[src/rtl/uart_pkg.sv]
// Shared constants and FSM state types for the AXI UART controller.
package uart_pkg;

  localparam logic [2:0] DATA_OFS = 3'h0;
  localparam logic [2:0] STAT_OFS = 3'h4;

  localparam int ST_TX_NFULL  = 0;
  localparam int ST_RX_NEMPTY = 1;
  localparam int ST_OVERRUN   = 2;
  localparam int ST_FRAME_ERR = 3;
  localparam int ST_TX_IDLE   = 4;

  localparam logic [1:0] RESP_OKAY = 2'b00;

  typedef enum logic [0:0] {R_IDLE, R_DATA} rd_state_t;
  typedef enum logic [1:0] {W_IDLE, W_DATA, W_RESP} wr_state_t;

endpackage

[src/rtl/sync_fifo.sv]
// Single-clock FIFO; DEPTH must be a power of two. A push on a full FIFO is
// accepted when a pop happens in the same cycle.
module sync_fifo #(
  parameter int DATA_W = 8,
  parameter int DEPTH  = 16
) (
  input  logic              clk,
  input  logic              rst_n,
  input  logic              push,
  input  logic [DATA_W-1:0] din,
  input  logic              pop,
  output logic [DATA_W-1:0] dout,
  output logic              full,
  output logic              empty
);
  localparam int AW = $clog2(DEPTH);

  logic [DATA_W-1:0] mem [DEPTH];
  logic [AW:0]       wr_ptr;
  logic [AW:0]       rd_ptr;
  logic              do_push;
  logic              do_pop;

  assign empty   = (wr_ptr == rd_ptr);
  assign full    = (wr_ptr[AW] != rd_ptr[AW]) && (wr_ptr[AW-1:0] == rd_ptr[AW-1:0]);
  assign do_pop  = pop && !empty;
  assign do_push = push && (!full || do_pop);
  assign dout    = mem[rd_ptr[AW-1:0]];

  always_ff @(posedge clk or negedge rst_n) begin
    if (!rst_n) begin
      wr_ptr <= '0;
      rd_ptr <= '0;
    end else begin
      if (do_push) wr_ptr <= wr_ptr + 1'b1;
      if (do_pop)  rd_ptr <= rd_ptr + 1'b1;
    end
  end

  always_ff @(posedge clk) begin
    if (do_push) mem[wr_ptr[AW-1:0]] <= din;
  end

endmodule

[src/rtl/uart_phy.sv]
// 8N1 serializer/deserializer with DIV clocks per bit; rx_in is synchronized
// here, so it may come straight from a pin.
module uart_phy #(
  parameter int DIV = 16
) (
  input  logic       clk,
  input  logic       rst_n,
  input  logic       tx_valid,
  input  logic [7:0] tx_data,
  output logic       tx_ready,
  output logic       tx_out,
  input  logic       rx_in,
  output logic       rx_valid,
  output logic [7:0] rx_data,
  output logic       frame_err
);
  localparam int CW = $clog2(DIV + 1);
  localparam logic [CW-1:0] DIV_M1  = CW'(DIV - 1);
  localparam logic [CW-1:0] HALF_M1 = CW'(DIV / 2 - 1);

  logic          tx_busy;
  logic [8:0]    tx_sh;
  logic [3:0]    tx_bits;
  logic [CW-1:0] tx_cnt;
  logic          tx_load;
  logic          tx_shift;

  logic          rx_s1, rx_s2, rx_prev, rx_act;
  logic [CW-1:0] rx_cnt;
  logic [3:0]    rx_idx;
  logic [7:0]    rx_sh;
  logic          rx_take;

  assign tx_ready = !tx_busy;
  assign tx_load  = !tx_busy && tx_valid;
  assign tx_shift = tx_busy && (tx_cnt == '0) && (tx_bits != '0);
  assign rx_data  = rx_sh;
  assign rx_take  = rx_act && (rx_cnt == '0) && (rx_idx != 4'd0) && (rx_idx != 4'd9);

  // TX: start bit goes out the cycle after the byte is accepted
  always_ff @(posedge clk or negedge rst_n) begin
    if (!rst_n) begin
      tx_busy <= 1'b0;
      tx_bits <= '0;
      tx_cnt  <= '0;
      tx_out  <= 1'b1;
    end else if (tx_load) begin
      tx_busy <= 1'b1;
      tx_bits <= 4'd9;
      tx_cnt  <= DIV_M1;
      tx_out  <= 1'b0;
    end else if (tx_busy) begin
      if (tx_cnt != '0) begin
        tx_cnt <= tx_cnt - 1'b1;
      end else if (tx_bits == '0) begin
        tx_busy <= 1'b0;
      end else begin
        tx_out  <= tx_sh[0];
        tx_bits <= tx_bits - 4'd1;
        tx_cnt  <= DIV_M1;
      end
    end
  end

  always_ff @(posedge clk) begin
    if (tx_load)       tx_sh <= {1'b1, tx_data};
    else if (tx_shift) tx_sh <= {1'b1, tx_sh[8:1]};
  end

  // RX: idx 0 = start bit check, 1..8 = data, 9 = stop bit
  always_ff @(posedge clk or negedge rst_n) begin
    if (!rst_n) begin
      rx_s1     <= 1'b1;
      rx_s2     <= 1'b1;
      rx_prev   <= 1'b1;
      rx_act    <= 1'b0;
      rx_cnt    <= '0;
      rx_idx    <= '0;
      rx_valid  <= 1'b0;
      frame_err <= 1'b0;
    end else begin
      rx_s1     <= rx_in;
      rx_s2     <= rx_s1;
      rx_prev   <= rx_s2;
      rx_valid  <= 1'b0;
      frame_err <= 1'b0;
      if (!rx_act) begin
        if (rx_prev && !rx_s2) begin
          rx_act <= 1'b1;
          rx_cnt <= HALF_M1;
          rx_idx <= '0;
        end
      end else if (rx_cnt != '0) begin
        rx_cnt <= rx_cnt - 1'b1;
      end else begin
        rx_cnt <= DIV_M1;
        rx_idx <= rx_idx + 4'd1;
        if (rx_idx == 4'd0) begin
          if (rx_s2) rx_act <= 1'b0;
        end else if (rx_idx == 4'd9) begin
          rx_act    <= 1'b0;
          rx_valid  <= rx_s2;
          frame_err <= !rx_s2;
        end
      end
    end
  end

  always_ff @(posedge clk) begin
    if (rx_take) rx_sh <= {rx_s2, rx_sh[7:1]};
  end

endmodule

[src/rtl/axi_uart_ctrl.sv]
// AXI4 slave UART: data register at addr[2]=0, status at addr[2]=1.
// Define UART_LOOPBACK_EN to feed the TX serial stream back into RX (txd held high).
module axi_uart_ctrl
  import uart_pkg::*;
#(
  parameter int CLK_FREQ   = 150000000,
  parameter int BAUD       = 9600,
  parameter int FIFO_DEPTH = 16,
  parameter int ID_W       = 8
) (
  input  logic            clk,
  input  logic            rst_n,
  output logic            txd,
  input  logic            rxd,
  input  logic [ID_W-1:0] io_uart_ar_id,
  input  logic [31:0]     io_uart_ar_addr,
  input  logic [7:0]      io_uart_ar_len,
  input  logic [2:0]      io_uart_ar_size,
  input  logic [1:0]      io_uart_ar_burst,
  input  logic            io_uart_ar_valid,
  output logic            io_uart_ar_ready,
  output logic [ID_W-1:0] io_uart_r_id,
  output logic [31:0]     io_uart_r_data,
  output logic [1:0]      io_uart_r_resp,
  output logic            io_uart_r_last,
  output logic            io_uart_r_valid,
  input  logic            io_uart_r_ready,
  input  logic [ID_W-1:0] io_uart_aw_id,
  input  logic [31:0]     io_uart_aw_addr,
  input  logic [7:0]      io_uart_aw_len,
  input  logic [2:0]      io_uart_aw_size,
  input  logic [1:0]      io_uart_aw_burst,
  input  logic            io_uart_aw_valid,
  output logic            io_uart_aw_ready,
  input  logic [31:0]     io_uart_w_data,
  input  logic [3:0]      io_uart_w_strb,
  input  logic            io_uart_w_last,
  input  logic            io_uart_w_valid,
  output logic            io_uart_w_ready,
  output logic [ID_W-1:0] io_uart_b_id,
  output logic [1:0]      io_uart_b_resp,
  output logic            io_uart_b_valid,
  input  logic            io_uart_b_ready
);
  localparam int DIV = CLK_FREQ / BAUD;

  rd_state_t rd_state;
  wr_state_t wr_state;
  logic [7:0]  rd_len, rd_beat;
  logic        rd_stat, rd_pop, r_hs;
  logic        wr_stat, w_to_tx, w_hs;
  logic        tx_push, tx_pop, tx_full, tx_empty, tx_ready, tx_line;
  logic [7:0]  tx_head, rx_head, phy_rx_data;
  logic        rx_pop, rx_full, rx_empty, phy_rx_valid, phy_ferr, phy_rx;
  logic        overrun, frame_err, ovr_set, stat_clr;
  logic [31:0] stat_word, data_word;
  logic        unused_in;

  assign unused_in = ^{io_uart_ar_addr[31:3], io_uart_ar_addr[1:0], io_uart_ar_size,
                       io_uart_ar_burst, io_uart_aw_addr[31:3], io_uart_aw_addr[1:0],
                       io_uart_aw_len, io_uart_aw_size, io_uart_aw_burst,
                       io_uart_w_data[31:8], io_uart_w_strb[3:1]};

`ifdef UART_LOOPBACK_EN
  logic unused_rxd;
  assign unused_rxd = rxd;
  assign phy_rx     = tx_line;
  assign txd        = 1'b1;
`else
  assign phy_rx     = rxd;
  assign txd        = tx_line;
`endif

  always_comb begin
    stat_word               = '0;
    stat_word[ST_TX_NFULL]  = !tx_full;
    stat_word[ST_RX_NEMPTY] = !rx_empty;
    stat_word[ST_OVERRUN]   = overrun;
    stat_word[ST_FRAME_ERR] = frame_err;
    stat_word[ST_TX_IDLE]   = tx_empty && tx_ready;
  end
  assign data_word = rx_empty ? 32'h0 : {24'h0, rx_head};

  assign io_uart_ar_ready = (rd_state == R_IDLE);
  assign io_uart_r_last   = (rd_state == R_DATA) && (rd_beat == rd_len);
  assign io_uart_r_resp   = RESP_OKAY;
  assign r_hs             = io_uart_r_valid && io_uart_r_ready;
  assign rx_pop           = r_hs && rd_pop;
  assign stat_clr         = r_hs && rd_stat;

  // Read beat data is snapshotted so it stays stable while r_ready is low
  always_ff @(posedge clk or negedge rst_n) begin
    if (!rst_n) begin
      rd_state        <= R_IDLE;
      io_uart_r_valid <= 1'b0;
      io_uart_r_data  <= '0;
      io_uart_r_id    <= '0;
      rd_len          <= '0;
      rd_beat         <= '0;
      rd_stat         <= 1'b0;
      rd_pop          <= 1'b0;
    end else if (rd_state == R_IDLE) begin
      if (io_uart_ar_valid) begin
        rd_state        <= R_DATA;
        io_uart_r_id    <= io_uart_ar_id;
        rd_len          <= io_uart_ar_len;
        rd_beat         <= '0;
        rd_stat         <= (io_uart_ar_addr[2] == STAT_OFS[2]);
        io_uart_r_valid <= 1'b1;
        io_uart_r_data  <= (io_uart_ar_addr[2] == STAT_OFS[2]) ? stat_word : data_word;
        rd_pop          <= (io_uart_ar_addr[2] == DATA_OFS[2]) && !rx_empty;
      end
    end else if (r_hs) begin
      io_uart_r_valid <= 1'b0;
      rd_pop          <= 1'b0;
      if (rd_beat == rd_len) rd_state <= R_IDLE;
      else                   rd_beat  <= rd_beat + 8'd1;
    end else if (!io_uart_r_valid) begin
      io_uart_r_valid <= 1'b1;
      io_uart_r_data  <= rd_stat ? stat_word : data_word;
      rd_pop          <= !rd_stat && !rx_empty;
    end
  end

  assign io_uart_aw_ready = (wr_state == W_IDLE);
  assign io_uart_b_valid  = (wr_state == W_RESP);
  assign io_uart_b_resp   = RESP_OKAY;
  assign w_to_tx          = !wr_stat && io_uart_w_strb[0];
  assign io_uart_w_ready  = (wr_state == W_DATA) && (!w_to_tx || !tx_full);
  assign w_hs             = io_uart_w_valid && io_uart_w_ready;
  assign tx_push          = w_hs && w_to_tx;

  always_ff @(posedge clk or negedge rst_n) begin
    if (!rst_n) begin
      wr_state     <= W_IDLE;
      io_uart_b_id <= '0;
      wr_stat      <= 1'b0;
    end else begin
      case (wr_state)
        W_IDLE: if (io_uart_aw_valid) begin
          wr_state     <= W_DATA;
          io_uart_b_id <= io_uart_aw_id;
          wr_stat      <= (io_uart_aw_addr[2] == STAT_OFS[2]);
        end
        W_DATA:  if (w_hs && io_uart_w_last) wr_state <= W_RESP;
        W_RESP:  if (io_uart_b_ready) wr_state <= W_IDLE;
        default: wr_state <= W_IDLE;
      endcase
    end
  end

  // A fresh event in the clearing cycle keeps its sticky bit set
  assign ovr_set = phy_rx_valid && rx_full && !rx_pop;

  always_ff @(posedge clk or negedge rst_n) begin
    if (!rst_n) begin
      overrun   <= 1'b0;
      frame_err <= 1'b0;
    end else begin
      overrun   <= ovr_set  || (overrun   && !stat_clr);
      frame_err <= phy_ferr || (frame_err && !stat_clr);
    end
  end

  assign tx_pop = tx_ready && !tx_empty;

  sync_fifo #(.DATA_W(8), .DEPTH(FIFO_DEPTH)) u_tx_fifo (
    .clk(clk), .rst_n(rst_n), .push(tx_push), .din(io_uart_w_data[7:0]),
    .pop(tx_pop), .dout(tx_head), .full(tx_full), .empty(tx_empty)
  );

  sync_fifo #(.DATA_W(8), .DEPTH(FIFO_DEPTH)) u_rx_fifo (
    .clk(clk), .rst_n(rst_n), .push(phy_rx_valid), .din(phy_rx_data),
    .pop(rx_pop), .dout(rx_head), .full(rx_full), .empty(rx_empty)
  );

  uart_phy #(.DIV(DIV)) u_phy (
    .clk(clk), .rst_n(rst_n),
    .tx_valid(!tx_empty), .tx_data(tx_head), .tx_ready(tx_ready), .tx_out(tx_line),
    .rx_in(phy_rx), .rx_valid(phy_rx_valid), .rx_data(phy_rx_data), .frame_err(phy_ferr)
  );

endmodule

[config.mk]
export PLATFORM = sky130hd
export DESIGN_NAME = axi_uart_ctrl
export DESIGN_NICKNAME = d
export VERILOG_FILES = /design/src/rtl/uart_pkg.sv /design/src/rtl/sync_fifo.sv /design/src/rtl/uart_phy.sv /design/src/rtl/axi_uart_ctrl.sv
export SDC_FILE = /design/constraint.sdc
export NUM_CORES = 1
export LEC_CHECK = 0
export BUFFER_PORTS_ARGS = -buffer_cell sky130_fd_sc_hd__buf_2
export CORE_MARGIN = 1
export CORE_UTILIZATION = 30
export DETAILED_ROUTE_END_ITERATION = 8
export GPL_TIMING_DRIVEN = 0
export SKIP_CTS_REPAIR_TIMING = 1
export SLEW_MARGIN = 40
export SYNTH_ARGS = -nofsm -noshare
export SYNTH_HDL_FRONTEND = slang
export SYNTH_SLANG_ARGS = --single-unit
[constraint.sdc]
create_clock -name clk -period 2.55 [get_ports clk]
set_input_delay 0.255 -clock clk [delete_from_list [all_inputs] [get_ports clk]]
set_output_delay 0.255 -clock clk [all_outputs]
set_load 0.05 [all_outputs]
* Word level (Yosys, flattened, before mapping) *
Memory sizes are Yosys's and may differ from the RTL's.
Index checks and enable logic that the tools add are counted.

word-level totals
  word-level logic and storage cells = 202
  register bits after elaboration = 153
  RAM bits = 256
  memories = 2
  input port bits = 151
  output and inout bits = 59
  memory bits (read-only) = 0
  latch bits = 0

cells by class
  eq/ne operators = 23
  muxes and demuxes = 68
  add/sub/neg operators = 9
  magnitude comparators = 0
  divide/modulo/power cells = 0
  $mul = 0
  bitwise gates (word level) = 2
  shift operators = 0
  reduce and logical (&&, ||, !) cells = 67

memories
  name           depth  bits a word  rd ports  clocked after memory_dff  wr ports  RTL line         source
  u_rx_fifo.mem  16     8            1         0                         1         sync_fifo.sv:18  logic [DATA_W-1:0] mem [DEPTH];
  u_tx_fifo.mem  16     8            1         0                         1         sync_fifo.sv:18

operators with widths
  cell                                                                  count
  32-bit 2-to-1 mux                                                     4
  14-bit 2-to-1 mux                                                     7
  8-bit 2-to-1 mux                                                      9
  1-bit 2-to-1 mux                                                      37
  1-bit logical AND                                                     29
  14-bit zero test                                                      2
  4-bit 2-to-1 mux                                                      7
  14-bit nonzero test                                                   2
  14-bit by 1-bit subtractor with 14-bit output, second input constant  2
  5-bit by 1-bit adder with 5-bit output, second input constant         4
  2-bit != test, second input constant                                  7
  3-bit AND reduction                                                   4
  1-bit zero test                                                       11
  5-bit equality test                                                   2
  2-bit AND reduction                                                   5
  8-bit by 1-bit adder with 8-bit output, second input constant         1
  4-bit equality test                                                   2
  8-bit equality test                                                   1
  4-bit zero test                                                       2
  2-bit nonzero test                                                    4
  4-bit nonzero test                                                    2
  2-bit 2-to-1 mux                                                      3
  2-bit by 1-bit != test with 1-bit output, second input constant       3
  3-bit by 2-bit != test with 1-bit output, second input constant       2
  11 further kinds                                                      17

* Depth between registers and ports, before layout *
Gate-level depths: netlist (run 1).

  word-level depth = 10
  depth in mapped cells = 10
  mapped depth without buffers = 9

* Hierarchy *
From an unflattened synthesis (run 1), not the netlist that was laid out.

unflattened totals
  cells, all modules = 1040
  area total of the unflattened synthesis = 16449.5 sq um

modules (own cells, without submodules)
  module                 times used  area an instance (sq um)  cells each  seq. area each (sq um)
  sync_fifo (u_rx_fifo)  1           5554.1                    270         4093.9
  sync_fifo (u_tx_fifo)  1           5512.8                    269         4093.9
  uart_phy               1           2924.1                    269         1586.5
  axi_uart_ctrl          1           2458.6                    232         1226.2

* Worst setup path after synthesis (run 1) *
No wires, ideal clock.

  path kind = flip-flop to flip-flop
  from = register io_uart_r_valid
  to = memory u_rx_fifo.mem[5][0], enable pin
  data arrival time = 2.146 ns
  setup time = 0.385 ns
  setup slack = 0.019 ns
  period minus slack after synthesis = 2.531 ns
  buffers on the path = 0
  stages on the path, launching flop included = 5
  required time = 2.165 ns
  cell sequence = dfrtp_1 > a31oi_1 > a21boi_1 > nand2_1 > nor3b_1

on the way
  cells in the longest elaborated chain, start to end = 7

RTL lines
  item                                    RTL line              source
  start: declaration                      axi_uart_ctrl.sv:26   output logic io_uart_r_valid,
  start signal: assignment                axi_uart_ctrl.sv:95   io_uart_r_valid <= 1'b0;
  start signal: assignment                axi_uart_ctrl.sv:109  io_uart_r_valid <= 1'b1;
  start signal: assignment                axi_uart_ctrl.sv:114  io_uart_r_valid <= 1'b0;
  1-bit logical AND                       axi_uart_ctrl.sv:87   assign r_hs = io_uart_r_valid && io_uart_r_ready;
  1-bit logical AND                       axi_uart_ctrl.sv:88   assign rx_pop = r_hs && rd_pop;
  1-bit logical AND                       sync_fifo.sv:26       assign do_pop = pop && !empty;
  1-bit logical OR                        sync_fifo.sv:27       assign do_push = push && (!full || do_pop);
  1-bit logical AND                       sync_fifo.sv:27
  1-bit 2-to-1 mux                        sync_fifo.sv:41       if (do_push) mem[wr_ptr[AW-1:0]] <= din;
  1-bit 2-to-1 mux (implied by the code)  sync_fifo.sv:41
  end: declaration                        sync_fifo.sv:18

No other way between the ends.

* Worst setup path after layout (run 1) *
  from = register u_rx_fifo.rd_ptr[0]
  to = register io_uart_r_data[4]

on the way
  cells in the longest elaborated chain, start to end = 6
  elaborated cells between the ends (all ways) = 9
  classes of those cells = eq/ne: 1; mux: 7; memory: 1

RTL lines
  item                                                           RTL line              source
  start: declaration                                             sync_fifo.sv:20       logic [AW:0] rd_ptr;
  start signal: assignment                                       sync_fifo.sv:36       if (do_pop) rd_ptr <= rd_ptr + 1'b1;
  memory read 16 x 8 bit or 5-bit equality test (tied branches)  -
  8-bit 2-to-1 mux (*)                                           axi_uart_ctrl.sv:82   assign data_word = rx_empty ? 32'h0 : {24'h0, rx_head};
  8-bit 2-to-1 mux                                               axi_uart_ctrl.sv:120  io_uart_r_data <= rd_stat ? stat_word : data_word;
  32-bit 2-to-1 mux                                              axi_uart_ctrl.sv:118  end else if (!io_uart_r_valid) begin
  32-bit 2-to-1 mux                                              axi_uart_ctrl.sv:113  end else if (r_hs) begin
  32-bit 2-to-1 mux (*)                                          axi_uart_ctrl.sv:102  end else if (rd_state == R_IDLE) begin
  end signal: assignment                                         axi_uart_ctrl.sv:110  io_uart_r_data <= (io_uart_ar_addr[2] == STAT_OFS[2]) ? stat_word : data_word;
  end signal: assignment                                         axi_uart_ctrl.sv:120
  end: declaration                                               axi_uart_ctrl.sv:23   output logic [31:0] io_uart_r_data,

Every way passes the cells marked *; elsewhere a longest branch is shown, timed or not. The select of a mux whose other input is x is not followed.
A chain may end at the register's enable or synchronous reset.

==> flow_metrics.tcl, run 1 <==
set metrics [dict create \
    die_boundary_width_um 234 \
    drt_pass1_iterations 5 \
    final-hold-violation-count 1 \
    io_buffers 74 \
    critical_path_peak_fanout 10 \
    grt_pass1_vias 9325 \
    worst_hold_path_type "in2reg" \
    die_area_um2 54900 \
    cp-end-kind "flip-flop" \
    seq_area_frac_synth_pct 68.0 \
    floorplan.core_area_um2 53000 \
    p_comb_share_pct 21.5 \
    place.detailed.instances 1854 \
    power.clock.fraction_pct 35.9 \
    clock_sink_count 385 \
    layout.cells.most_common "edfxtp_1" \
    detailedRoute.firstIterationViolations 610 \
    ir_drop_mv 0.698 \
    synthesis.area_um2 16200 \
    finalNetCount 1423 \
    largest_delay_contributor_family_on_the_critical_path "compound AO/OA/AOI/OAI gates" \
    clk_pin_slew_worst_paths_ps 60 \
    drc_errors 0 \
    layoutNonFillerInstCount 1976 \
    rows 84 \
    tritoncts "yes" \
    maxSlewViolCount 0 \
    cp.arrival_ps 2890 \
    route.detailed.vias_per_inst 4.69 \
    synth-warning-count 0 \
    clock_tree.buffer_depth 3 \
    grt_max_degree 63 \
    route.antenna.remaining_nets 0 \
    totalWireLength_um 34600 \
    synth_seq_cells 385 \
    final.fill_count 4922 \
    detailedPlace.worstSlack_ps -606 \
    gp_congestion 0.790 \
    power.net_switching_mw 5.47 \
    initial_antenna_violation_count 0 \
    cts_inserted_buffers 43 \
    post_synth.cell_area_avg_um2 15.2 \
    min_period_over_period_pct 95.9 \
    timing.critical_path.slowest_cell_delay_ps 550 \
    critPathBufInv 2 \
    timing.max_cap.violations 0 \
    slew_headroom_pct 51.2 \
    final.hold.worst_slack_ps -8.37 \
    total_via_count_in_the_routed_design 9269 \
    diodes 0 \
    finalCoreUtilization_pct 37.4 \
    netlist-cell-type-count 66 \
    setup_ws_ps 105 \
    sw_frac_of_total_pct 30.6 \
    floorplan.initialDensity_pct 30.6 \
    finalWorstPathRequiredPeriod_ps 2440 \
    p_leak_nw 7.21 \
    status "finished, violations left" \
    seq_power_share_pct 42.6 \
    synth-edff-count 272 \
    worst_slew_pin_slew_ps 732 \
    powerDensity_nw_per_um2 904 \
    critical_path.slowest_cell "mux4_2" \
    clock_skew_ps 23.6 \
    most-common-layout-cells "edfxtp_1, dfrtp_1, nand2_1" \
    violated_checks "hold timing" \
    grt_remaining_overflow 0 \
    fmaxAchievable_mhz 409 \
    cts-htree-levels 2 \
    worstPathRequired_ps 3000 \
    clock_latency_at_the_later_pin_of_the_worst_skew_pair_ps 570 \
    critical_path.cell_chain "buf_2 > buf_4 > mux4_2 > a22oi_1 > a21oi_1 > a221o_1" \
    routedWlPerCell_um 17.5 \
    timing.setup.critical_path_class "reg2reg" \
    areaGrowthSynthToFinish_pct 22.4 \
    io_pins 210 \
    wire_length_of_the_first_global_routing_pass_um 53000 \
    grtUsageTotal_pct 12.7 \
    timing.critical_path.from_type "flip-flop" \
    drive_above_1_share_pct 26.8 \
    die_h_um 234 \
    postSynth.asyncResetShare_pct 29.4 \
    finalSetupViolations 0 \
    dp.final_hpwl_um 22900 \
    cts_root_buf "clkbuf_16" \
    ys_dominant_reg_cell "edfxtp_1" \
    cell_internal_pwr_mw 12.4 \
    post_synth_inst_count 1062 \
]
[state kept, by name, summed over array words and instances (netlist names), 14 cells and up]
signal	cells
u_phy.tx_cnt	14
u_tx_fifo.mem	128
u_phy.rx_cnt	14
u_rx_fifo.mem	128
[power groups by stage]
| stage | Combinational, mW | Sequential, mW | Clock [mW] |
|---|---|---|---|
| 6_report | 3.85 | 7.62 | 6.43 |
| 5_1_grt | 4.18 | 7.69 | 6.82 |
| 4_1_cts | 3.71 | 7.61 | 6.57 |
| 3_5_place_dp | 3.70 | 7.73 | 0 |
| 3_3_place_gp | 3.64 | 7.71 | 0 |
| 2_1_floorplan | 2.13 | 8.26 | 0 |
[area by class of cell]
class | count | area [µm²] | share of cell area, %
Buffer | 68 | 399 | 2.01
Timing Repair Buffer | 122 | 911 | 4.60
Clock inverter | 26 | 338 | 1.71
Multi-Input combinational cell | 608 | 5070 | 25.6
Sequential cell | 385 | 11000 | 55.5
Tap cell | 688 | 861 | 4.34
Clock buffer | 54 | 1140 | 5.74
Inverter | 25 | 93.8 | 0.474
[metal layers]
layer / share of wire, % / global-route usage (%) / vias to the layer above
met1: 44 / 16.5 / 4602
met3: 5.2 / 2.12 / 67
met4: 3.0 / 4.98 / 0
met5: 0 / 0 / -
met2: 48 / 21.0 / 257
li1: - / - / 4343
[metrics by stage]
step	cell area (µm²)	TNS (ps)	power, mW
after floorplan	16300	0	10.4
after global placement	17500	-189230	11.3
after detailed placement	17600	-120120	11.4
after CTS	19100	-122970	17.9
after global routing	19800	-425	18.7
final	19800	0	17.9
[Yosys cell counts (all sizes together), types with 9 or more instances]
| library cell | number | share of area, % |
|---|---|---|
| nor2b | 12 | 0.46 |
| and2 | 18 | 0.70 |
| o21ai | 26 | 0.80 |
| nor4 | 10 | 0.65 |
| clkbuf | 28 | 0.65 |
| ha | 19 | 1.5 |
| xor2 | 19 | 1.0 |
| inv | 25 | 0.58 |
| a21oi | 26 | 0.80 |
| buf | 43 | 1.8 |
| mux2 | 16 | 1.1 |
| dfrtp | 109 | 17 |
| xnor2 | 32 | 1.7 |
| nor3 | 9 | 0.35 |
| edfxtp | 272 | 50 |
| nand2 | 108 | 2.6 |
| nand3 | 17 | 0.53 |
| nor2 | 64 | 1.5 |
| nand4 | 17 | 0.75 |
| mux4 | 58 | 8.1 |
| a22oi | 22 | 1.0 |
| mux2i | 20 | 1.2 |
[path summary, 6_finish.rpt]
kind                                            startpoint                            end  slack (ps)  cells past startpoint
setup / recovery           u_rx_fifo.rd_ptr[0]$_DFFE_PN0P_  io_uart_r_data[4]$_DFFE_PN0P_         110                      6
setup reg to reg           u_rx_fifo.rd_ptr[0]$_DFFE_PN0P_  io_uart_r_data[4]$_DFFE_PN0P_         110                      6
hold / removal                             io_uart_b_ready        wr_state[1]$_DFFE_PN0P_          -8                      3
max in group asynchronous                            rst_n          u_phy.rx_s2$_DFF_PN1_        1620                      3
hold reg to reg                      u_phy.rx_s1$_DFF_PN1_          u_phy.rx_s2$_DFF_PN1_         360                      0
min in group asynchronous                            rst_n          rd_len[7]$_DFFE_PN0P_         210                      2
[logic make-up (layout without fill, tap and decap cells)]
| kind of cell | after synthesis | after routing | synth area share (%) |
|---|---|---|---|
| adders and majority gates | 19 | 19 | 1.47 |
| DFF | 385 | 385 | 68.0 |
| buffers and inverters | 96 | 295 | 3.01 |
| other | 1 | 28 | 0.0232 |
| muxes | 94 | 94 | 10.4 |
| and+or+nand+nor | 288 | 288 | 8.98 |
| xor gates and xnor gates | 51 | 51 | 2.76 |
| AOI/OAI and AO/OA | 128 | 128 | 5.36 |
[worst min-delay path: cells and delay by family]
family                 cells  cell delay (ps)
AOI/OAI and AO/OA          1              120
buffers and inverters      2              140
Power figures use the tool's default switching activity.
==> inputs of run 2 (changes only) <==
HOLD_SLACK_MARGIN = 0.1   (was unset)
==> flow_metrics.tcl, run 2 (synthesized netlist as in run 1, its figures left out) <==
set metrics [dict create \
    status "complete, no violations" \
    p_leak_nw 7.26 \
    slew_headroom_pct 51.2 \
    timing.setup.critical_path_class "reg2reg" \
    clock_tree.buffer_depth 3 \
    clock_sink_count 385 \
    cts_inserted_buffers 43 \
    critical_path_peak_fanout 8 \
    gp_congestion 0.790 \
    p_comb_share_pct 21.6 \
    drt_pass1_iterations 5 \
    powerDensity_nw_per_um2 899 \
    diodes 0 \
    power.clock.fraction_pct 35.9 \
    floorplan.core_area_um2 53000 \
    routedWlPerCell_um 17.5 \
    maxSlewViolCount 0 \
    tritoncts "yes" \
    cts-htree-levels 2 \
    summed_area_of_non_filler_cells_in_the_final_layout_um2 19900 \
    worst_slew_pin_slew_ps 731 \
    final-hold-violation-count 0 \
    place.detailed.instances 1854 \
    rows 84 \
    route.detailed.vias_per_inst 4.68 \
    io_buffers 74 \
    clock_skew_ps 21.7 \
    ir_drop_mv 0.696 \
    total_via_count_in_the_routed_design 9309 \
    fmaxAchievable_mhz 409 \
    critical_path.slowest_cell "or4b_1" \
    critical_path.cell_chain "inv_1 > ha_1 > nor4bb_2 > nand4_1 > or4b_1 > buf_6 > nand2_4 > nor2_2 > mux2_4" \
    drive_above_1_share_pct 26.5 \
    io_pins 210 \
    seq_power_share_pct 42.5 \
    route.antenna.remaining_nets 0 \
    worstPathRequired_ps 3000 \
    cell_internal_pwr_mw 12.4 \
    post-layout-total-power_mw 17.9 \
    finalWorstPathRequiredPeriod_ps 2440 \
    layout.cells.most_common "edfxtp_1" \
    die_h_um 234 \
    initial_antenna_violation_count 0 \
    areaGrowthSynthToFinish_pct 23.1 \
    die_area_um2 54900 \
    grt_pass1_vias 9325 \
    grt_remaining_overflow 0 \
    sw_frac_of_total_pct 30.6 \
    grtUsageTotal_pct 12.7 \
    die_boundary_width_um 234 \
    finalNetCount 1435 \
    min_period_over_period_pct 95.9 \
    layoutNonFillerInstCount 1988 \
    totalWireLength_um 34700 \
    most-common-layout-cells "edfxtp_1, dfrtp_1, nand2_1" \
    clk_pin_slew_worst_paths_ps 60 \
    timing.critical_path.from_type "flip-flop" \
    wire_length_of_the_first_global_routing_pass_um 53000 \
    final.hold.worst_slack_ps 81.9 \
    cts_root_buf "clkbuf_16" \
    detailed_place.area_um2 17600 \
    cp-end-kind "flip-flop" \
    timing.max_cap.violations 0 \
    cp.arrival_ps 2890 \
    finalSetupViolations 0 \
    drc_errors 0 \
    power.net_switching_mw 5.47 \
    floorplan.initialDensity_pct 30.6 \
    worst_hold_path_type "in2reg" \
    timing.critical_path.slowest_cell_delay_ps 550 \
    clock_latency_at_the_later_pin_of_the_worst_skew_pair_ps 570 \
    grt_max_degree 63 \
    dp.final_hpwl_um 22900 \
    detailedRoute.firstIterationViolations 618 \
]
-- run 2: cell count changes in the layout (fill, tap and decap cells not counted) --
cell           delta
dlygate4sd3_1    +12
-- run 2: stage by stage --
step / setup TNS (ps) / util, % / setup slack, ps
after floorplan: 0 / - / 18.9
after global placement: -189230 / 33.1 / -1080
after detailed placement: -120120 / 33.3 / -606
after CTS: -122970 / 36.0 / -616
after global routing: -425 / 37.6 / -63.3
final: 0 / 37.6 / 106
-- run 2: worst max-delay path, delay by kind of cell (launching register included) --
family / cells / cell delay (ps)
DFF: 1 / 380
and+or+nand+nor: 5 / 1170
buffers and inverters: 2 / 300
muxes: 1 / 280
adders and majority gates: 1 / 190
-- run 2: layer usage --
| layer | global-route usage, % | vias up | wire length, µm | share of wire, % |
|---|---|---|---|---|
| li1 | - | 4370 | - | - |
| met1 | 16.5 | 4612 | 15100 | 44 |
| met2 | 21.0 | 264 | 16700 | 48 |
| met3 | 2.12 | 63 | 1900 | 5.5 |
| met4 | 4.98 | 0 | 997 | 2.9 |
| met5 | 0 | - | 0 | 0 |
-- run 2: power by group through the flow --
| stage | clock network [mW] | registers (mW) | logic [mW] |
|---|---|---|---|
| 3_3_place_gp | 0 | 7.71 | 3.64 |
| 2_1_floorplan | 0 | 8.26 | 2.13 |
| 5_1_grt | 6.82 | 7.69 | 4.20 |
| 3_5_place_dp | 0 | 7.73 | 3.70 |
| 6_report | 6.43 | 7.62 | 3.87 |
| 4_1_cts | 6.57 | 7.61 | 3.71 |
-- run 2: final timing paths --
| path | start | end | slack, ps | depth (start not counted) |
|---|---|---|---|---|
| worst max-delay path | u_phy.tx_cnt[0]$_DFFE_PN0P_ | u_phy.tx_cnt[0]$_DFFE_PN0P_ | 110 | 9 |
| min in group asynchronous | rst_n | rd_len[7]$_DFFE_PN0P_ | 210 | 2 |
| max in group asynchronous | rst_n | u_phy.rx_s2$_DFF_PN1_ | 1620 | 3 |
| worst max register to register | u_phy.tx_cnt[0]$_DFFE_PN0P_ | u_phy.tx_cnt[0]$_DFFE_PN0P_ | 110 | 9 |
| worst min-delay path | io_uart_w_valid | wr_state[0]$_DFFE_PN0P_ | 80 | 3 |
| worst min register to register | u_phy.rx_s1$_DFF_PN1_ | u_phy.rx_s2$_DFF_PN1_ | 360 | 0 |
-- run 2: layout make-up --
| type | instances | area [µm²] |
|---|---|---|
| tap | 688 | 861 |
| multi-input combinational | 608 | 5070 |
| sequential | 385 | 11000 |
| clock inverter | 26 | 338 |
| timing repair buffer | 134 | 1030 |
| buffer | 68 | 399 |
| fill | 4909 | 33000 |
| inverter | 25 | 93.8 |
| clock buffer | 54 | 1140 |
==> inputs of run 3 (changes only) <==
CORE_MARGIN = unset   (was 1)
SYNTH_HIERARCHICAL = 1   (was unset)
==> flow_metrics.tcl, run 3 <==
set metrics [dict create \
    seq_power_share_pct 43.2 \
    cts_root_buf "clkbuf_16" \
    clock_sink_count 385 \
    critical_path.cell_chain "buf_4 > xnor2_2 > nand4_4 > nor2_4 > a311oi_4 > and4_4 > o31a_4 > buf_6 > and3_4" \
    reg2reg_setup_slack_ps 110 \
    netlist-cell-type-count 80 \
    grt_remaining_overflow 0 \
    timing.critical_path.slowest_cell_delay_ps 380 \
    worst_slew_pin_slew_ps 747 \
    p_leak_nw 7.33 \
    min_period_over_period_pct 95.6 \
    synthDominantCellAreaShare_pct 49.7 \
    drc_errors 0 \
    slew_headroom_pct 49.9 \
    drive_above_1_share_pct 27.7 \
    die_area_um2 55800 \
    cp.arrival_ps 2690 \
    synth-warning-count 6 \
    grt_max_degree 71 \
    post_synth_inst_count 1040 \
    seq_area_frac_synth_pct 66.9 \
    initial_antenna_violation_count 1 \
    post_synth.cell_area_avg_um2 15.8 \
    gp_congestion 0.780 \
    synthMostInstantiatedCell "edfxtp_1" \
    status "complete, no violations" \
    powerDensity_nw_per_um2 874 \
    areaGrowthSynthToFinish_pct 21.3 \
    most_numerous_cell_types_in_the_synthesized_netlist "edfxtp_1, dfrtp_1, nand2_1" \
    route.antenna.remaining_nets 0 \
    reg_area_um2 11000 \
    total_via_count_in_the_routed_design 9332 \
    dp.final_hpwl_um 22900 \
    yosysTopAreaCell "edfxtp_1" \
    final.hold.worst_slack_ps 116 \
    timing.max_cap.violations 0 \
    postSynth.asyncResetShare_pct 29.4 \
    floorplan.initialDensity_pct 30.4 \
    finalWorstPathRequiredPeriod_ps 2440 \
    cts-htree-levels 2 \
    place.detailed.instances 1838 \
    detailed_place.area_um2 18000 \
    die_boundary_width_um 236 \
    die_h_um 236 \
    io_buffers 74 \
    synth_seq_cells 385 \
    area_of_the_multi_input_gates_um2 5240 \
    cp-end-kind "flip-flop" \
    sw_frac_of_total_pct 30.5 \
    ys_dominant_reg_cell "edfxtp_1" \
    critical_path_peak_fanout 10 \
    rows 85 \
    clock_tree.buffer_depth 3 \
    clock_skew_ps 26.5 \
    clk_pin_slew_worst_paths_ps 60 \
    finalCoreUtilization_pct 36.9 \
    final-hold-violation-count 0 \
    totalWireLength_um 35000 \
    maxSlewViolCount 0 \
    drt_pass1_iterations 4 \
    worst_hold_path_type "in2reg" \
    route.detailed.vias_per_inst 4.75 \
    summed_area_of_non_filler_cells_in_the_final_layout_um2 19900 \
    clock_latency_at_the_later_pin_of_the_worst_skew_pair_ps 570 \
    synthesis.area_um2 16400 \
    synthTopCellsByArea "edfxtp_1, dfrtp_1, mux4_2" \
    synth-edff-count 272 \
    floorplan.core_area_um2 54000 \
    timing.setup.critical_path_class "reg2reg" \
    power.net_switching_mw 5.32 \
    worstPathRequired_ps 2810 \
    cell_internal_pwr_mw 12.1 \
    grtUsageTotal_pct 12.5 \
    detailedRoute.firstIterationViolations 683 \
    setup-tns-final_ps 0 \
    most-common-layout-cells "edfxtp_1, dfrtp_1, buf_2" \
    grt_pass1_vias 9170 \
    wire_length_of_the_first_global_routing_pass_um 53700 \
    tritoncts "yes" \
    layout.cells.most_common "edfxtp_1" \
    ir_drop_mv 0.493 \
    cts_inserted_buffers 43 \
    io_pins 210 \
    critical_path.slowest_cell "dfrtp_1" \
    power.clock.fraction_pct 33.6 \
    routedWlPerCell_um 17.8 \
    diodes 0 \
    timing.critical_path.from_type "flip-flop" \
    final.fill_count 5059 \
    fmaxAchievable_mhz 410 \
    p_comb_share_pct 23.1 \
    finalNetCount 1403 \
    finalSetupViolations 0 \
    layoutNonFillerInstCount 1965 \
]
run 3: cell types whose count changed in the layout (fill, tap and decap cells not counted), moves of 10 or more:
cell	delta
mux2i_1	-17
mux2_1	+19
nand3_1	+11
or4_1	+10
and3_4	+12
xor2_1	-14
nor2_1	-15
and3_1	+12
a22oi_1	+10
nand2_1	-36
run 3: critical path: cells and delay by family, from the launching register on:
family                 cells  cell delay, ps
AO/OA/AOI/OAI              2             470
buffers and inverters      2             340
flip-flops                 1             380
XOR/XNOR                   1             150
AND/OR/NAND/NOR            4             780
run 3: metrics by stage:
stage          setup slack [ps]  power, mW
6_report                    112       17.4
2_1_floorplan              -192       10.5
3_3_place_gp               -545       11.5
4_1_cts                    -324       17.5
3_5_place_dp               -277       11.6
5_1_grt                   -18.2       18.2
run 3: layout make-up:
cell class	count	area share, %
well taps	696	4.37
inverters	28	0.527
multi-input cells	582	26.3
plain buffers	72	2.43
repair buffers	122	4.53
clock buffers	62	6.06
flip-flops and latches	385	55.2
clock inverters	18	0.671
run 3: power by group through the flow:
stage               combinational [mW]  sequential (mW)  clock (mW)
floorplan                         2.43             8.10           0
global placement                  3.88             7.62           0
detailed placement                3.94             7.64           0
CTS                               3.96             7.52        6.06
global route                      4.35             7.60        6.27
finish                            4.03             7.54        5.86
run 3: kinds of logic after synthesis:
| family | count (synthesis) | share of synthesized area, % |
|---|---|---|
| other | 1 | 0.0228 |
| AO/OA/AOI/OAI | 130 | 5.83 |
| adder cells (fa/ha/maj) | 18 | 1.37 |
| AND/OR/NAND/NOR | 264 | 8.78 |
| flip-flops | 385 | 66.9 |
| XOR/XNOR | 40 | 2.27 |
| multiplexers | 102 | 11.4 |
| buffers and inverters | 100 | 3.51 |
run 3: worst paths after layout:
check | end | cells after the start | startpoint
setup / recovery | u_tx_fifo/mem[2][1]$_DFFE_PP_ | 9 | u_tx_fifo/rd_ptr[1]$_DFFE_PN0P_
setup reg to reg | u_tx_fifo/mem[2][1]$_DFFE_PP_ | 9 | u_tx_fifo/rd_ptr[1]$_DFFE_PN0P_
min in group asynchronous | rd_len[3]$_DFFE_PN0P_ | 2 | rst_n
hold / removal | u_tx_fifo/mem[3][5]$_DFFE_PP_ | 1 | io_uart_w_data[5]
hold reg to reg | u_phy/rx_s2$_DFF_PN1_ | 0 | u_phy/rx_s1$_DFF_PN1_
max in group asynchronous | u_phy/rx_s2$_DFF_PN1_ | 3 | rst_n
run 3: metal layers:
metal  track usage (%)  up-vias  share of wire (%)
li1                  -     4349                  -
met1              17.5     4731                 47
met2              19.3      204                 47
met3              2.68       46                4.6
met4              3.70        2                1.9
met5                 0        -              0.037
